$ cat config.mk
export PLATFORM = sky130hd
export DESIGN_NAME = systolic_ctrl_flat
export DESIGN_NICKNAME = d
export VERILOG_FILES = /design/src/rtl/systolic_pkg.sv /design/src/rtl/systolic_ctrl_if.sv /design/src/rtl/sram_rd_addr_gen.sv /design/src/rtl/systolic_ctrl.sv /design/src/flat_wrapper.sv
export SDC_FILE = /design/constraint.sdc
export NUM_CORES = 1
export LEC_CHECK = 0
export ABC_AREA = 1
export BUFFER_PORTS_ARGS = -buffer_cell sky130_fd_sc_hd__buf_2
export CORE_ASPECT_RATIO = 0.75
export CORE_UTILIZATION = 45
export DETAILED_ROUTE_END_ITERATION = 10
export PLACE_DENSITY = 0.67
export SETUP_SLACK_MARGIN = 0.02
export SYNTH_ARGS = -nofsm -noshare
export SYNTH_HDL_FRONTEND = slang
export SYNTH_HIERARCHICAL = 1
export SYNTH_SLANG_ARGS = --single-unit
$ cat constraint.sdc
create_clock -name clk -period 3.5 [get_ports clk]
set_clock_uncertainty 0.05 [all_clocks]
set_input_delay 0.525 -clock clk [delete_from_list [all_inputs] [get_ports clk]]
set_output_delay 0.525 -clock clk [all_outputs]
set_load 0.005 [all_outputs]
$ cat src/rtl/systolic_pkg.sv
// systolic_pkg: shared sizing constants and FSM state encoding for the systolic sequencer
package systolic_pkg;
  localparam int ARRAY_SIZE = 16;
  localparam int SRAM_ADDR_WIDTH = 10;
  localparam int CYCLE_WIDTH = 9;
  localparam int INDEX_WIDTH = 6;
  localparam int TILE_WIDTH = 8;
  localparam int COMPUTE_CYCLES = 3 * ARRAY_SIZE;
  localparam int RESULT_WORDS = 2 * ARRAY_SIZE;
  typedef enum logic [2:0] {IDLE, LOAD, COMPUTE, DRAIN, FINISH} state_e;
endpackage

$ cat src/rtl/systolic_ctrl_if.sv
// systolic_ctrl_if: command, SRAM-read and datapath signals around the systolic sequencer
interface systolic_ctrl_if;
  import systolic_pkg::*;
  logic start;
  logic clear;
  logic out_ready;
  logic [TILE_WIDTH-1:0] tile_num;
  logic [SRAM_ADDR_WIDTH-1:0] base_addr_w;
  logic [SRAM_ADDR_WIDTH-1:0] base_addr_d;
  logic sram_ren;
  logic [SRAM_ADDR_WIDTH-1:0] sram_raddr_w;
  logic [SRAM_ADDR_WIDTH-1:0] sram_raddr_d;
  logic alu_start;
  logic [CYCLE_WIDTH-1:0] cycle_num;
  logic [INDEX_WIDTH-1:0] matrix_index;
  logic out_valid;
  logic busy;
  logic done;
  modport master (
    output start, clear, out_ready, tile_num, base_addr_w, base_addr_d,
    input sram_ren, sram_raddr_w, sram_raddr_d, alu_start, cycle_num, matrix_index, out_valid, busy, done
  );
  modport slave (
    input start, clear, out_ready, tile_num, base_addr_w, base_addr_d,
    output sram_ren, sram_raddr_w, sram_raddr_d, alu_start, cycle_num, matrix_index, out_valid, busy, done
  );
endinterface

$ cat src/rtl/sram_rd_addr_gen.sv
// sram_rd_addr_gen: weight/data SRAM row pointers, loaded on start and stepped once per read
module sram_rd_addr_gen import systolic_pkg::*; (
  input  logic clk,
  input  logic srstn,
  input  logic clr_i,
  input  logic load_i,
  input  logic inc_i,
  input  logic [SRAM_ADDR_WIDTH-1:0] base_w_i,
  input  logic [SRAM_ADDR_WIDTH-1:0] base_d_i,
  output logic [SRAM_ADDR_WIDTH-1:0] addr_w_o,
  output logic [SRAM_ADDR_WIDTH-1:0] addr_d_o
);
  logic [SRAM_ADDR_WIDTH-1:0] ptr_w_q, ptr_d_q;
  // Pointers wrap naturally at the address width, giving modulo row addressing
  always_ff @(posedge clk or negedge srstn)
    if (!srstn) begin
      ptr_w_q <= '0;
      ptr_d_q <= '0;
    end else if (clr_i) begin
      ptr_w_q <= '0;
      ptr_d_q <= '0;
    end else if (load_i) begin
      ptr_w_q <= base_w_i;
      ptr_d_q <= base_d_i;
    end else if (inc_i) begin
      ptr_w_q <= ptr_w_q + 1'b1;
      ptr_d_q <= ptr_d_q + 1'b1;
    end
  assign addr_w_o = ptr_w_q;
  assign addr_d_o = ptr_d_q;
endmodule

$ cat src/rtl/systolic_ctrl.sv
// systolic_ctrl: tile sequencer driving SRAM prefetch, one compute pass and result drain per tile
module systolic_ctrl import systolic_pkg::*; (
  input logic clk,
  input logic srstn,
  systolic_ctrl_if.slave bus
);
  state_e state_q, state_d;
  logic [CYCLE_WIDTH-1:0] cycle_q, cycle_d;
  logic [INDEX_WIDTH-1:0] index_q, index_d;
  logic [TILE_WIDTH-1:0] tile_cnt_q, tile_cnt_d, tile_num_q, tile_num_d;
  logic ren_q, ren_d, alu_q, alu_d, valid_q, valid_d, busy_q, busy_d, done_q, done_d;
  logic accept, last_word, load;
  assign accept = state_q == DRAIN && bus.out_ready;
  assign last_word = accept && index_q == INDEX_WIDTH'(RESULT_WORDS - 1);
  assign load = state_q == IDLE && bus.start && !bus.clear;
  // Next state plus the registered Moore outputs that belong to that next state
  always_comb begin
    state_d = state_q;
    tile_num_d = tile_num_q;
    tile_cnt_d = tile_cnt_q;
    case (state_q)
      IDLE: if (bus.start) begin
        state_d = bus.tile_num == '0 ? FINISH : LOAD;
        tile_num_d = bus.tile_num;
        tile_cnt_d = '0;
      end
      LOAD: state_d = COMPUTE;
      COMPUTE: state_d = cycle_q == CYCLE_WIDTH'(COMPUTE_CYCLES - 1) ? DRAIN : COMPUTE;
      DRAIN: if (last_word) begin
        tile_cnt_d = tile_cnt_q + 1'b1;
        state_d = tile_cnt_d == tile_num_q ? FINISH : LOAD;
      end
      FINISH: state_d = IDLE;
      default: state_d = IDLE;
    endcase
    if (bus.clear) begin
      state_d = IDLE;
      tile_num_d = '0;
      tile_cnt_d = '0;
    end
    cycle_d = state_d == COMPUTE && state_q == COMPUTE ? cycle_q + 1'b1 :
              state_d == DRAIN ? cycle_q : '0;
    index_d = state_d == DRAIN && state_q == DRAIN ? index_q + INDEX_WIDTH'(accept) : '0;
    ren_d = state_d == LOAD || (state_d == COMPUTE && cycle_d < CYCLE_WIDTH'(ARRAY_SIZE - 1));
    alu_d = state_d == COMPUTE;
    valid_d = state_d == DRAIN;
    busy_d = state_d != IDLE;
    done_d = state_d == FINISH;
  end
  // State, counters and output registers
  always_ff @(posedge clk or negedge srstn)
    if (!srstn) begin
      state_q <= IDLE;
      cycle_q <= '0;
      index_q <= '0;
      tile_cnt_q <= '0;
      tile_num_q <= '0;
      ren_q <= 1'b0;
      alu_q <= 1'b0;
      valid_q <= 1'b0;
      busy_q <= 1'b0;
      done_q <= 1'b0;
    end else begin
      state_q <= state_d;
      cycle_q <= cycle_d;
      index_q <= index_d;
      tile_cnt_q <= tile_cnt_d;
      tile_num_q <= tile_num_d;
      ren_q <= ren_d;
      alu_q <= alu_d;
      valid_q <= valid_d;
      busy_q <= busy_d;
      done_q <= done_d;
    end
  sram_rd_addr_gen u_addr (
    .clk(clk),
    .srstn(srstn),
    .clr_i(bus.clear),
    .load_i(load),
    .inc_i(ren_q),
    .base_w_i(bus.base_addr_w),
    .base_d_i(bus.base_addr_d),
    .addr_w_o(bus.sram_raddr_w),
    .addr_d_o(bus.sram_raddr_d)
  );
  assign bus.sram_ren = ren_q;
  assign bus.alu_start = alu_q;
  assign bus.cycle_num = cycle_q;
  assign bus.matrix_index = index_q;
  assign bus.out_valid = valid_q;
  assign bus.busy = busy_q;
  assign bus.done = done_q;
endmodule
$ cat src/flat_wrapper.sv
// flat-port wrapper written by rule: the top's interface ports become plain ports
module systolic_ctrl_flat import systolic_pkg::*;
  (clk, srstn, bus_start, bus_clear, bus_out_ready, bus_tile_num, bus_base_addr_w, bus_base_addr_d, bus_sram_ren, bus_sram_raddr_w, bus_sram_raddr_d, bus_alu_start, bus_cycle_num, bus_matrix_index, bus_out_valid, bus_busy, bus_done);
  systolic_ctrl_if bus_i ();
  input logic clk;
  input logic srstn;
  input wire logic [$bits(bus_i.start)-1:0] bus_start;
  input wire logic [$bits(bus_i.clear)-1:0] bus_clear;
  input wire logic [$bits(bus_i.out_ready)-1:0] bus_out_ready;
  input wire logic [$bits(bus_i.tile_num)-1:0] bus_tile_num;
  input wire logic [$bits(bus_i.base_addr_w)-1:0] bus_base_addr_w;
  input wire logic [$bits(bus_i.base_addr_d)-1:0] bus_base_addr_d;
  output wire logic [$bits(bus_i.sram_ren)-1:0] bus_sram_ren;
  output wire logic [$bits(bus_i.sram_raddr_w)-1:0] bus_sram_raddr_w;
  output wire logic [$bits(bus_i.sram_raddr_d)-1:0] bus_sram_raddr_d;
  output wire logic [$bits(bus_i.alu_start)-1:0] bus_alu_start;
  output wire logic [$bits(bus_i.cycle_num)-1:0] bus_cycle_num;
  output wire logic [$bits(bus_i.matrix_index)-1:0] bus_matrix_index;
  output wire logic [$bits(bus_i.out_valid)-1:0] bus_out_valid;
  output wire logic [$bits(bus_i.busy)-1:0] bus_busy;
  output wire logic [$bits(bus_i.done)-1:0] bus_done;
  assign bus_i.start = bus_start;
  assign bus_i.clear = bus_clear;
  assign bus_i.out_ready = bus_out_ready;
  assign bus_i.tile_num = bus_tile_num;
  assign bus_i.base_addr_w = bus_base_addr_w;
  assign bus_i.base_addr_d = bus_base_addr_d;
  assign bus_sram_ren = bus_i.sram_ren;
  assign bus_sram_raddr_w = bus_i.sram_raddr_w;
  assign bus_sram_raddr_d = bus_i.sram_raddr_d;
  assign bus_alu_start = bus_i.alu_start;
  assign bus_cycle_num = bus_i.cycle_num;
  assign bus_matrix_index = bus_i.matrix_index;
  assign bus_out_valid = bus_i.out_valid;
  assign bus_busy = bus_i.busy;
  assign bus_done = bus_i.done;
  systolic_ctrl u_core (.clk(clk), .srstn(srstn), .bus(bus_i));
endmodule
==> results of run 1 <==
worst paths after layout:
kind | startpoint | to | slack, ns | cells after the start
setup / recovery | u_core/tile_cnt_q[0] | u_core/tile_cnt_q[3] | 1.02 | 17
hold / removal | srstn | u_core/u_addr/addr_w_o[8] | 0.31 | 1
setup reg to reg | u_core/tile_cnt_q[0] | u_core/tile_cnt_q[3] | 1.02 | 17
hold reg to reg | u_core/tile_cnt_q[1] | u_core/tile_cnt_q[1] | 0.49 | 2
max in group asynchronous | srstn | u_core/tile_num_q[0] | 2.35 | 2
min in group clk | bus_tile_num[3] | u_core/tile_num_q[3] | 0.37 | 3
logic make-up after synthesis:
| logic type | count (synthesis) | share of synthesized area |
|---|---|---|
| buffers and inverters | 100 | 0.113 |
| adder cells (fa/ha/maj) | 6 | 0.0204 |
| AO/OA/AOI/OAI | 44 | 0.0742 |
| XOR/XNOR | 12 | 0.0286 |
| AND/OR/NAND/NOR | 297 | 0.362 |
| flip-flops | 59 | 0.402 |
routing by layer:
| metal | vias up | global-route usage | part of all wire |
|---|---|---|---|
| li1 | 1766 | - | - |
| met1 | 1580 | 0.296 | 0.47 |
| met2 | 83 | 0.340 | 0.45 |
| met3 | 9 | 0.0674 | 0.071 |
| met4 | 0 | 0.0597 | 0.0079 |
| met5 | - | 0 | 0 |
cell usage in the layout (no fill, tap or decap), drive strengths merged, types with 9 or more instances in the layout:
cell type  synthesis  final
o21ai             24     24
inv               93     93
buf                7     75
nor2              93     93
xor2               9      9
nand3             41     41
dfrtp             59     59
nand2            144    144
nand4             11     11
o22ai             12     12
clkbuf             0     11
worst max-delay path: cells and delay by family (launching register included):
family          cells  cell delay, ns
buf+inv             1            0.07
compound gates      2            0.41
flops               1            0.42
simple gates       13            1.22
fa+ha+maj           1            0.22
per-stage QoR:
stage / hold slack [ns] / worst slack [ns] / power, mW / cells / instance area (µm²)
floorplan: 0.179 / 1.34 / 0.926 / 518 / 3670
global placement: 0.447 / 1.00 / 1.02 / 691 / 4130
detailed placement: 0.472 / 0.963 / 1.02 / 691 / 4130
CTS: 0.351 / 1.03 / 1.63 / 705 / 4310
global route: 0.372 / 0.717 / 1.70 / 705 / 4310
finish: 0.313 / 1.02 / 1.60 / 705 / 4310
registers in the layout, indices dropped and copies added, names as in the netlist, 3 cells and up:
signal                   cells
u_core/tile_cnt_q            8
u_core/bus.matrix_index      6
u_core/bus.cycle_num         9
u_core/tile_num_q            8
u_core/u_addr/addr_d_o      10
u_core/u_addr/addr_w_o      10
u_core/state_q               3
power by group through the flow:
| stage | clock network [mW] | logic (mW) | registers [mW] |
|---|---|---|---|
| after floorplan | 0 | 0.155 | 0.771 |
| after global placement | 0 | 0.243 | 0.775 |
| after detailed placement | 0 | 0.246 | 0.777 |
| after CTS | 0.613 | 0.248 | 0.764 |
| after global routing | 0.645 | 0.283 | 0.771 |
| final | 0.592 | 0.245 | 0.764 |
area by class of cell:
class,instances,area (µm²),area share
Timing Repair Buffer,75,383,0.0889
Tap cell,105,131,0.0305
Sequential cell,59,1480,0.343
Clock inverter,3,40.0,0.00930
Multi-Input combinational cell,359,1780,0.414
Inverter,93,352,0.0816
Clock buffer,11,141,0.0328
==> key figures, run 1 <==
Critical path
  • CP cell instances: ha_1 -> nand2_1 -> nor2_1 -> nand2_1 -> nand3_1 -> nand2_1 -> inv_1 -> nand2_1 -> nor2_2 -> nand3_2 -> nand2_2 -> nand2_4 -> nand3_4 -> nor2_4 -> a21oi_4 -> nand2_4 -> o22ai_1
  • Worst Path Required: approximately 3.7 ns
  • Category of the critical setup timing path: reg2reg
  • CP Max Fanout: 9
  • Startpoint Class: flop
  • CP peak stage delay: ~0.42 ns
  • Data arrival time of the worst path: between 2 and 3 ns
  • Worst Setup End Kind: flop
  • Slowest-stage cell, CP: sky130_fd_sc_hd__dfrtp_1
  • Crit-path most repeated cell: sky130_fd_sc_hd__nand2_1

Global routing
  • Total global-route track usage: 0.219
  • Number of antenna violations at the first check in global routing: 0
  • Wire length of the first global-routing pass: between 10 and 15 mm
  • Vias in the first global route: approximately 3.2k
  • Overall overflow remaining after global route: 0
  • Pin count of the biggest net entering global routing: 47

STA
  • Timing-limited maximum frequency: slightly above 400 MHz
  • Max_slew headroom: 0.309
  • Final worst path period need: 2.48 ns
  • Final Slew Violations: 0
  • Period utilization: 0.708
  • Unrepaired setup endpoints after global routing: false
  • Total of endpoints with negative setup slack in the final report: 0
  • Worst-margin pin slew: 1.04 ns
  • Final Hold Viols: 0
  • TNS Setup: 0 ns

Min path
  • Min-delay worst type: in2async

Clock tree
  • Number of gates resized after CTS: 0
  • Deepest clock path buffer count: 2
  • Number of setup buffers added after CTS: 0
  • # H-tree levels: 3
  • Buffer type at the clock tree root: sky130_fd_sc_hd__clkbuf_8
  • Clock tree from TritonCTS: built
  • Total CTS buffers: 9
  • Skew-Pair Late Insertion Delay: ~0.34 ns
  • CTS Hold Bufs: 0
  • Worst-path clk slew: about 0.07 ns
  • CTS sink cnt: 59

Yosys
  • Synth unique cells: 33
  • Post-synth top area share: 0.402
  • Post-Synthesis Net Count: 557
  • Number of synthesized flops with an enable pin: 0
  • Most numerous cell types in the synthesized netlist: sky130_fd_sc_hd__nand2_1, sky130_fd_sc_hd__inv_1, sky130_fd_sc_hd__nor2_1
  • Total number of yosys warnings: 6
  • Share of the yosys chip area belonging to registers: 0.402
  • Synth area leader: sky130_fd_sc_hd__dfrtp_1
  • Async set-reset flop share out of synthesis: 1.00
  • Post-Synthesis Cells: ~520
  • Top FF cell, synth: sky130_fd_sc_hd__dfrtp_1
  • Post-Synthesis Mean Instance Area: around 7.1 µm²
  • Most instantiated library cell after synthesis: sky130_fd_sc_hd__nand2_1
  • Leading cell types by total area after synthesis: sky130_fd_sc_hd__dfrtp_1, sky130_fd_sc_hd__nand2_1, sky130_fd_sc_hd__inv_1
  • Syn Std Cell Area: between 3000 and 4000 µm²
  • Flip-flop and latch count after synthesis: 59

Floorplan
  • Height of the die: around 80 µm
  • Die ar.: between 8000 and 9000 µm²
  • Std-Cell Core Area: between 7000 and 8000 µm²
  • Starting density of the core: 0.464
  • Standard-cell row count: 28
  • Horiz. Die Dim: 106 µm
  • Top-Level Pins: 73

Power and ir drop
  • Leakage power summed over all cells: roughly 2.3 nW
  • Pint: about 1.1 mW
  • VDD IR max: approximately 190 µV
  • Clock network power share: 0.370
  • Combinational share of power: 0.153
  • Switching pwr: approximately 0.45 mW
  • Total power per unit cell area: between 300 and 400 nW/µm²
  • Switch share: 0.282
  • Power share of the sequential group: 0.477

Finish
  • Share of the core filled with cells in the final layout: 0.544
  • Number of nets in the finished design: roughly 640
  • Area delta synth->final: 17.2%
  • Filler Cell Count: a little under 800
  • Share of layout cells above drive strength 1: 0.195
  • Total inserted antenna cells: 0

Drt
  • Routed via count divided by cell count: 4.88
  • Total DRC errors in the routed layout: 0
  • Antenna-violating nets left: 0
  • Number of optimization iterations in the first detailed-route pass: 4
  • Vias after detailed routing: between 3k and 4k
  • Number of design-rule violations left by the first detailed-router iteration: 245
  • Mean routed wirelength per cell: roughly 12 µm
  • Routed wire length: about 8.6 mm

Placed design
  • Buffers added on ports: 72
  • Routability-driven placement congestion ratio: between 0.8 and 0.9
  • DPL Wire Length: between 6 and 7 mm

Outcome
  • Result of the run: completed

Run
  • Max cap viols: 0
Note: power is estimated with default switching activity, not from simulation.
==> inputs of run 2 (changes only) <==
--- a/config.mk
+++ b/config.mk
@@ -5,12 +5,12 @@
 export SDC_FILE = /design/constraint.sdc
 export NUM_CORES = 1
 export LEC_CHECK = 0
-export ABC_AREA = 1
+export ABC_AREA = 0
 export BUFFER_PORTS_ARGS = -buffer_cell sky130_fd_sc_hd__buf_2
 export CORE_ASPECT_RATIO = 0.75
 export CORE_UTILIZATION = 45
 export DETAILED_ROUTE_END_ITERATION = 10
-export PLACE_DENSITY = 0.67
+export PLACE_DENSITY = 0.68
 export SETUP_SLACK_MARGIN = 0.02
 export SYNTH_ARGS = -nofsm -noshare
 export SYNTH_HDL_FRONTEND = slang
==> constraint.sdc (replaced) <==
create_clock -name clk -period 2.4 [get_ports clk]
set_clock_uncertainty 0.05 [all_clocks]
set_input_delay 0.36 -clock clk [delete_from_list [all_inputs] [get_ports clk]]
set_output_delay 0.36 -clock clk [all_outputs]
set_load 0.005 [all_outputs]
==> run 2 against run 1 <==
Against the previous run:
- wire length down 1.8%
- clock-buffer cell count increased by 1
- clock power rose by 56%
- critical path depth down 10
- the run now ends with negative setup slack left
- core utilization rose by 8.1 points
- sequential share of layout area down 0.32 points
- non-clock buffer count grew 40
- critical path type unchanged
- register-to-register slack got worse by 1.1 ns
- via count is 10% lower
- final cell count down 18%
- first-iteration DRC count down 44%
- largest cell class unchanged
- critical endpoint is now u_core/bus.cycle_num[7]
==> key figures, run 2 <==
Critical path
  • CP peak stage delay: approximately 0.50 ns
  • Worst Setup End Kind: flop
  • Worst setup slack for register-to-register paths: -0.06 ns
  • Category of the critical setup timing path: reg2reg
  • Slowest-stage cell, CP: sky130_fd_sc_hd__a2111o_1
  • CP cell instances: nand3_4 -> xnor2_2 -> or3b_1 -> a2111o_1 -> a21bo_4 -> and2_4 -> a22o_2
  • Startpoint Class: flop
  • Data arrival time of the worst path: 2.63 ns
  • CP Max Fanout: 9
  • Worst Path Required: about 2.6 ns

Drt
  • Vias after detailed routing: 3079
  • Routed wire length: about 8.4 mm
  • Total DRC errors in the routed layout: 0
  • Routed via count divided by cell count: approximately 5.3
  • Number of design-rule violations left by the first detailed-router iteration: roughly 140
  • Mean routed wirelength per cell: 14.6 µm
  • Antenna-violating nets left: 0
  • Number of optimization iterations in the first detailed-route pass: 5

Power and ir drop
  • Total power per unit cell area: ~540 nW/µm²
  • Switching pwr: 0.606 mW
  • VDD IR max: 355 µV
  • Leakage power summed over all cells: around 2.1 nW
  • Clock network power share: 0.393
  • Power share of the sequential group: 0.465
  • Switch share: 0.258
  • Pint: 1.74 mW
  • Combinational share of power: 0.142

Finish
  • Number of non-filler instances in the completed layout: ~580
  • Total inserted antenna cells: 0
  • Most frequent cells in the layout: sky130_fd_sc_hd__buf_2, sky130_fd_sc_hd__dfrtp_1, sky130_fd_sc_hd__nand2_1
  • Fin area: around 4400 µm²
  • Commonest non-fill, non-tap cell in the layout: sky130_fd_sc_hd__buf_2
  • Number of nets in the finished design: a little over 500
  • Share of layout cells above drive strength 1: 0.327
  • Area delta synth->final: 31.4%

Global routing
  • Wire length of the first global-routing pass: ~14 mm
  • Overall overflow remaining after global route: 0
  • Pin count of the biggest net entering global routing: 38
  • Number of antenna violations at the first check in global routing: 0
  • Vias in the first global route: 2854
  • Total global-route track usage: 0.234

STA
  • Setup slack of the critical path after layout: -0.0627 ns
  • Period utilization: 1.03
  • Final worst path period need: roughly 2.5 ns
  • Final Slew Violations: 0
  • Timing-limited maximum frequency: roughly 400 MHz
  • Worst-margin pin slew: 0.553 ns
  • Unrepaired setup endpoints after global routing: true
  • Max_slew headroom: 0.628
  • Total of endpoints with negative setup slack in the final report: 14
  • Final Hold Viols: 0

Clock tree
  • Deepest clock path buffer count: 2
  • Buffer type at the clock tree root: sky130_fd_sc_hd__clkbuf_8
  • # H-tree levels: 3
  • Skew-Pair Late Insertion Delay: ~0.33 ns
  • CTS sink cnt: 59
  • Worst-path clk slew: approximately 0.060 ns
  • Total CTS buffers: 9
  • Clock tree from TritonCTS: built

Outcome
  • Failing checks: negative setup slack
  • Result of the run: finished with violations

Floorplan
  • Std-Cell Core Area: 6960 µm²
  • Horiz. Die Dim: roughly 100 µm
  • Die ar.: about 7700 µm²
  • Top-Level Pins: 73
  • Standard-cell row count: 26
  • Starting density of the core: 0.476
  • Height of the die: approximately 76 µm

Yosys
  • Synth unique cells: 57
  • Number of synthesized flops with an enable pin: 0
  • Total number of yosys warnings: 6
  • Flip-flop and latch count after synthesis: 59
  • Async set-reset flop share out of synthesis: 1.00
  • Leading cell types by total area after synthesis: sky130_fd_sc_hd__dfrtp_1, sky130_fd_sc_hd__nand2_1, sky130_fd_sc_hd__xnor2_1
  • Synth area leader: sky130_fd_sc_hd__dfrtp_1
  • Syn Std Cell Area: between 3000 and 4000 µm²
  • Post-Synthesis Cells: 363
  • Post-Synthesis Mean Instance Area: slightly above 9 µm²
  • Post-Synthesis Net Count: between 400 and 500
  • Post-synth top area share: 0.446
  • Top FF cell, synth: sky130_fd_sc_hd__dfrtp_1
  • Share of the yosys chip area belonging to registers: 0.446
  • Most numerous cell types in the synthesized netlist: sky130_fd_sc_hd__dfrtp_1, sky130_fd_sc_hd__nand2_1, sky130_fd_sc_hd__nor2_1

Placed design
  • DPL Wire Length: between 5 and 6 mm
  • Buffers added on ports: 72
  • Total cell area at the placement stage: a little over 4000 µm²
  • Routability-driven placement congestion ratio: between 0.8 and 0.9
  • Placed cells: approximately 560

Min path
  • Min-delay worst type: in2reg

Run
  • Max cap viols: 0
run 2: what timing repair did:
action                     in CTS  in global routing
setup endpoints to repair      16                 34
buffers inserted                3                  1
hold endpoints to repair       22                  0
gates resized for setup        19                  9
pin swaps                       5                  6
gates cloned                    0                  1
hold buffers                    1                  0
run 2: path summary, 6_finish.rpt:
| path | start | end | cells after the start |
|---|---|---|---|
| min reg2reg | u_core/tile_num_q[0] | u_core/tile_num_q[0] | 2 |
| max reg2reg | u_core/tile_cnt_q[0] | u_core/bus.cycle_num[7] | 7 |
| max | u_core/tile_cnt_q[0] | u_core/bus.cycle_num[7] | 7 |
| max in group asynchronous | srstn | u_core/tile_cnt_q[3] | 3 |
| min in group asynchronous | srstn | u_core/tile_num_q[4] | 2 |
| min | bus_base_addr_w[9] | u_core/u_addr/addr_w_o[9] | 2 |
run 2: area by class of cell:
class,instances,area [µm²]
Timing Repair Buffer,115,698
Multi-Input combinational cell,285,1820
Fill cell,640,2610
Tap cell,98,123
Clock buffer,12,165
Inverter,6,26.3
Clock inverter,2,35.0
Timing Repair inverter,1,7.51
Sequential cell,59,1480
run 2: kinds of logic (layout without fill, tap and decap cells):
kind of cell | after synthesis | in the layout | synth area share
compound gates | 76 | 76 | 0.152
xor+xnor | 35 | 35 | 0.0926
fa+ha+maj | 6 | 6 | 0.0227
buf+inv | 19 | 136 | 0.0276
flops | 59 | 59 | 0.446
mux | 4 | 4 | 0.0125
simple gates | 164 | 164 | 0.247
run 2: metrics by stage:
stage / hold WS [ns] / TNS, ns / total power, mW / utilization / setup WS (ns)
final: 0.213 / -0.520 / 2.35 / 0.625 / -0.0627
after global routing: 0.206 / -2.56 / 2.47 / 0.625 / -0.147
after CTS: 0.198 / -0.197 / 2.37 / 0.618 / -0.0416
after detailed placement: 0.331 / -0.821 / 1.42 / 0.579 / -0.107
after global placement: 0.329 / -0.875 / 1.42 / 0.579 / -0.126
after floorplan: 0.0144 / 0 / 1.26 / - / 0.0402
run 2: power by group through the flow:
stage / clock network, mW / registers (mW) / logic [mW]
floorplan: 0 / 1.10 / 0.165
global placement: 0 / 1.11 / 0.312
detailed placement: 0 / 1.11 / 0.317
CTS: 0.948 / 1.09 / 0.329
global route: 1.00 / 1.10 / 0.373
finish: 0.924 / 1.09 / 0.334
run 2: worst max-delay path: cells and delay by family, from the launching register on:
kind            cells  cell delay (ns)
flops               1             0.41
simple gates        3             0.67
xor+xnor            1             0.16
compound gates      3             1.04
run 2: metal layers:
layer | wire, µm | track usage
met5 | 0 | 0
met4 | 157 | 0.0899
met3 | 430 | 0.0541
met2 | 3610 | 0.346
met1 | 4210 | 0.333
==> inputs of run 3 (changes only) <==
--- a/config.mk
+++ b/config.mk
@@ -8,9 +8,9 @@
 export ABC_AREA = 0
 export BUFFER_PORTS_ARGS = -buffer_cell sky130_fd_sc_hd__buf_2
 export CORE_ASPECT_RATIO = 0.75
-export CORE_UTILIZATION = 45
+export CORE_UTILIZATION = 59
 export DETAILED_ROUTE_END_ITERATION = 10
-export PLACE_DENSITY = 0.68
+export PLACE_DENSITY = 0.86
 export SETUP_SLACK_MARGIN = 0.02
 export SYNTH_ARGS = -nofsm -noshare
 export SYNTH_HDL_FRONTEND = slang
==> constraint.sdc (replaced) <==
create_clock -name clk -period 2.9 [get_ports clk]
set_clock_uncertainty 0.05 [all_clocks]
set_input_delay 0.435 -clock clk [delete_from_list [all_inputs] [get_ports clk]]
set_output_delay 0.435 -clock clk [all_outputs]
set_load 0.005 [all_outputs]
==> run 3 against run 2 <==
Against the previous run:
- the run now ends clean
- clock-buffer cell count increased by 2
- non-clock buffer count is 33 lower
- combinational power fell by 30%
- wire length decreased by 8.6%
- flip-flop and latch count is the same
- via count shrank 1.6%
- cell area fell by 9.3%
- power fell by 24%
- sequential power shrank 17%
- die area shrank 23%
- largest cell class unchanged
- largest power group unchanged
==> key figures, run 3 (synthesis results as in run 2) <==
Outcome
  • Result of the run: completed

Critical path
  • Worst Reg2Reg Path Length in Cells: 9
  • FF-to-FF Start: u_core/state_q[2]
  • Worst Setup End Kind: flop
  • Startpoint Class: flop
  • Worst setup slack for register-to-register paths: approximately 0.29 ns
  • Data arrival time of the worst path: between 2 and 3 ns
  • Category of the critical setup timing path: reg2reg
  • Worst Path Required: just over 3 ns
  • Critical Path End: u_core/bus.sram_ren
  • Reg-to-Reg End: u_core/bus.sram_ren
  • Launch point of the critical path: u_core/state_q[2]
  • CP Max Fanout: 11

Finish
  • Sequential cell area: about 1500 µm²
  • Multi-input gate area in the final layout: about 1700 µm²
  • Filler Cell Count: between 400 and 500
  • Most frequent cells in the layout: sky130_fd_sc_hd__buf_2, sky130_fd_sc_hd__nand2_1, sky130_fd_sc_hd__dfrtp_1
  • Fin area: about 3900 µm²
  • Share of layout cells above drive strength 1: 0.239
  • Total inserted antenna cells: 0
  • Commonest non-fill, non-tap cell in the layout: sky130_fd_sc_hd__buf_2
  • Area delta synth->final: 19.2%
  • Number of nets in the finished design: 482

Power and ir drop
  • Combinational share of power: 0.130
  • Leakage power summed over all cells: about 1.9 nW
  • Total power per unit cell area: approximately 450 nW/µm²
  • Power share of the sequential group: 0.505
  • VDD IR max: 291 µV
  • Switching pwr: between 0.4 and 0.5 mW
  • Total design power: between 1.5 and 2 mW
  • Switch share: 0.267
  • Pint: 1.32 mW
  • Clock network power share: 0.365

Global routing
  • Number of antenna violations at the first check in global routing: 0
  • Pin count of the biggest net entering global routing: 33
  • Wire length of the first global-routing pass: ~12 mm
  • Total global-route track usage: 0.278
  • Overall overflow remaining after global route: 0
  • Vias in the first global route: between 2k and 3k

Floorplan
  • Starting density of the core: 0.615
  • Die ar.: about 6000 µm²
  • Standard-cell row count: 23
  • Top-Level Pins: 73
  • Horiz. Die Dim: 88.5 µm
  • Std-Cell Core Area: about 5400 µm²
  • Height of the die: approximately 67 µm

STA
  • Worst-margin pin slew: 1.12 ns
  • Final Slew Violations: 0
  • Setup slack of the critical path after layout: about 0.29 ns
  • Final worst path period need: roughly 2.6 ns
  • Max_slew headroom: 0.249
  • TNS Setup: 0 ns
  • Unrepaired setup endpoints after global routing: false
  • Total of endpoints with negative setup slack in the final report: 0
  • Period utilization: 0.901
  • Final Hold Viols: 0
  • Timing-limited maximum frequency: 383 MHz

Placed design
  • Buffers added on ports: 72
  • Routability-driven placement congestion ratio: just under 0.9
  • DPL Wire Length: 5.49 mm
  • Total cell area at the placement stage: between 3000 and 4000 µm²
  • Pre-CTS setup slack: 0.327 ns

Clock tree
  • Number of gates resized after CTS: 0
  • # H-tree levels: 3
  • Deepest clock path buffer count: 2
  • Skew-Pair Late Insertion Delay: between 0.3 and 0.4 ns
  • Buffer type at the clock tree root: sky130_fd_sc_hd__clkbuf_8
  • Number of setup buffers added after CTS: 0
  • Clock tree from TritonCTS: built
  • Total CTS buffers: 9
  • CTS sink cnt: 59
  • Worst-path clk slew: roughly 0.060 ns

Drt
  • Number of optimization iterations in the first detailed-route pass: 5
  • Antenna-violating nets left: 0
  • Total DRC errors in the routed layout: 0
  • Mean routed wirelength per cell: 14.7 µm
  • Number of design-rule violations left by the first detailed-router iteration: about 240
  • Routed via count divided by cell count: about 5.8
  • Routed wire length: roughly 7.7 mm
  • Vias after detailed routing: 3030

Min path
  • Min-delay worst type: in2reg

Run
  • Max cap viols: 0
run 3: final cells by class:
class | count | share of cell area
clock inverter | 2 | 0.00254
inverter | 6 | 0.00571
tap | 75 | 0.0238
sequential | 59 | 0.374
timing repair buffer | 82 | 0.111
clock buffer | 14 | 0.0412
multi-input combinational | 285 | 0.442
run 3: worst max-delay path: stages, from the launching register on:
cell and delay, ns:
sky130_fd_sc_hd__dfrtp_1 0.47, sky130_fd_sc_hd__nand3b_1 0.22, sky130_fd_sc_hd__nor4_1 0.10, sky130_fd_sc_hd__or4_1 0.48
sky130_fd_sc_hd__inv_1 0.32, sky130_fd_sc_hd__nand2_1 0.13, sky130_fd_sc_hd__nor2_1 0.32, sky130_fd_sc_hd__a31oi_1 0.13
sky130_fd_sc_hd__nor3_1 0.15, sky130_fd_sc_hd__o32ai_1 0.11
run 3: metrics by stage:
step | hold slack [ns] | cells | util
final | 0.273 | 523 | 0.734
after global routing | 0.268 | 523 | 0.734
after global placement | 0.323 | 506 | 0.700
after CTS | 0.263 | 523 | 0.734
after detailed placement | 0.338 | 506 | 0.700
after floorplan | 0.0894 | 363 | -
run 3: layer usage:
| metal | vias up | part of all wire | GRT usage |
|---|---|---|---|
| met1 | 1450 | 0.46 | 0.365 |
| met3 | 11 | 0.060 | 0.0768 |
| met4 | 0 | 0.014 | 0.0907 |
| met5 | - | 0 | 0 |
| met2 | 114 | 0.47 | 0.442 |
| li1 | 1455 | - | - |
run 3: power groups by stage:
stage / combinational (mW) / clock, mW / sequential [mW]
after floorplan: 0.135 / 0 / 0.909
after global placement: 0.224 / 0 / 0.918
after detailed placement: 0.231 / 0 / 0.920
after CTS: 0.233 / 0.679 / 0.905
after global routing: 0.262 / 0.713 / 0.913
final: 0.233 / 0.655 / 0.907
run 3: worst min-delay path by stage:
stage,startpoint,endpoint,slack [ns],cells past startpoint
final,bus_base_addr_w[9],u_core/u_addr/addr_w_o[9],0.27,2
after floorplan,srstn,u_core/bus.alu_start,0.09,0
after global routing,bus_base_addr_w[9],u_core/u_addr/addr_w_o[9],0.27,2
after global placement,srstn,u_core/tile_cnt_q[4],0.32,1
after CTS,bus_base_addr_w[9],u_core/u_addr/addr_w_o[9],0.26,2
after detailed placement,srstn,u_core/tile_cnt_q[4],0.34,1
run 3: repair_timing:
action,4_1_cts,5_1_grt
hold buffers,1,0
hold endpoints to repair,15,0
setup endpoints to repair,0,0
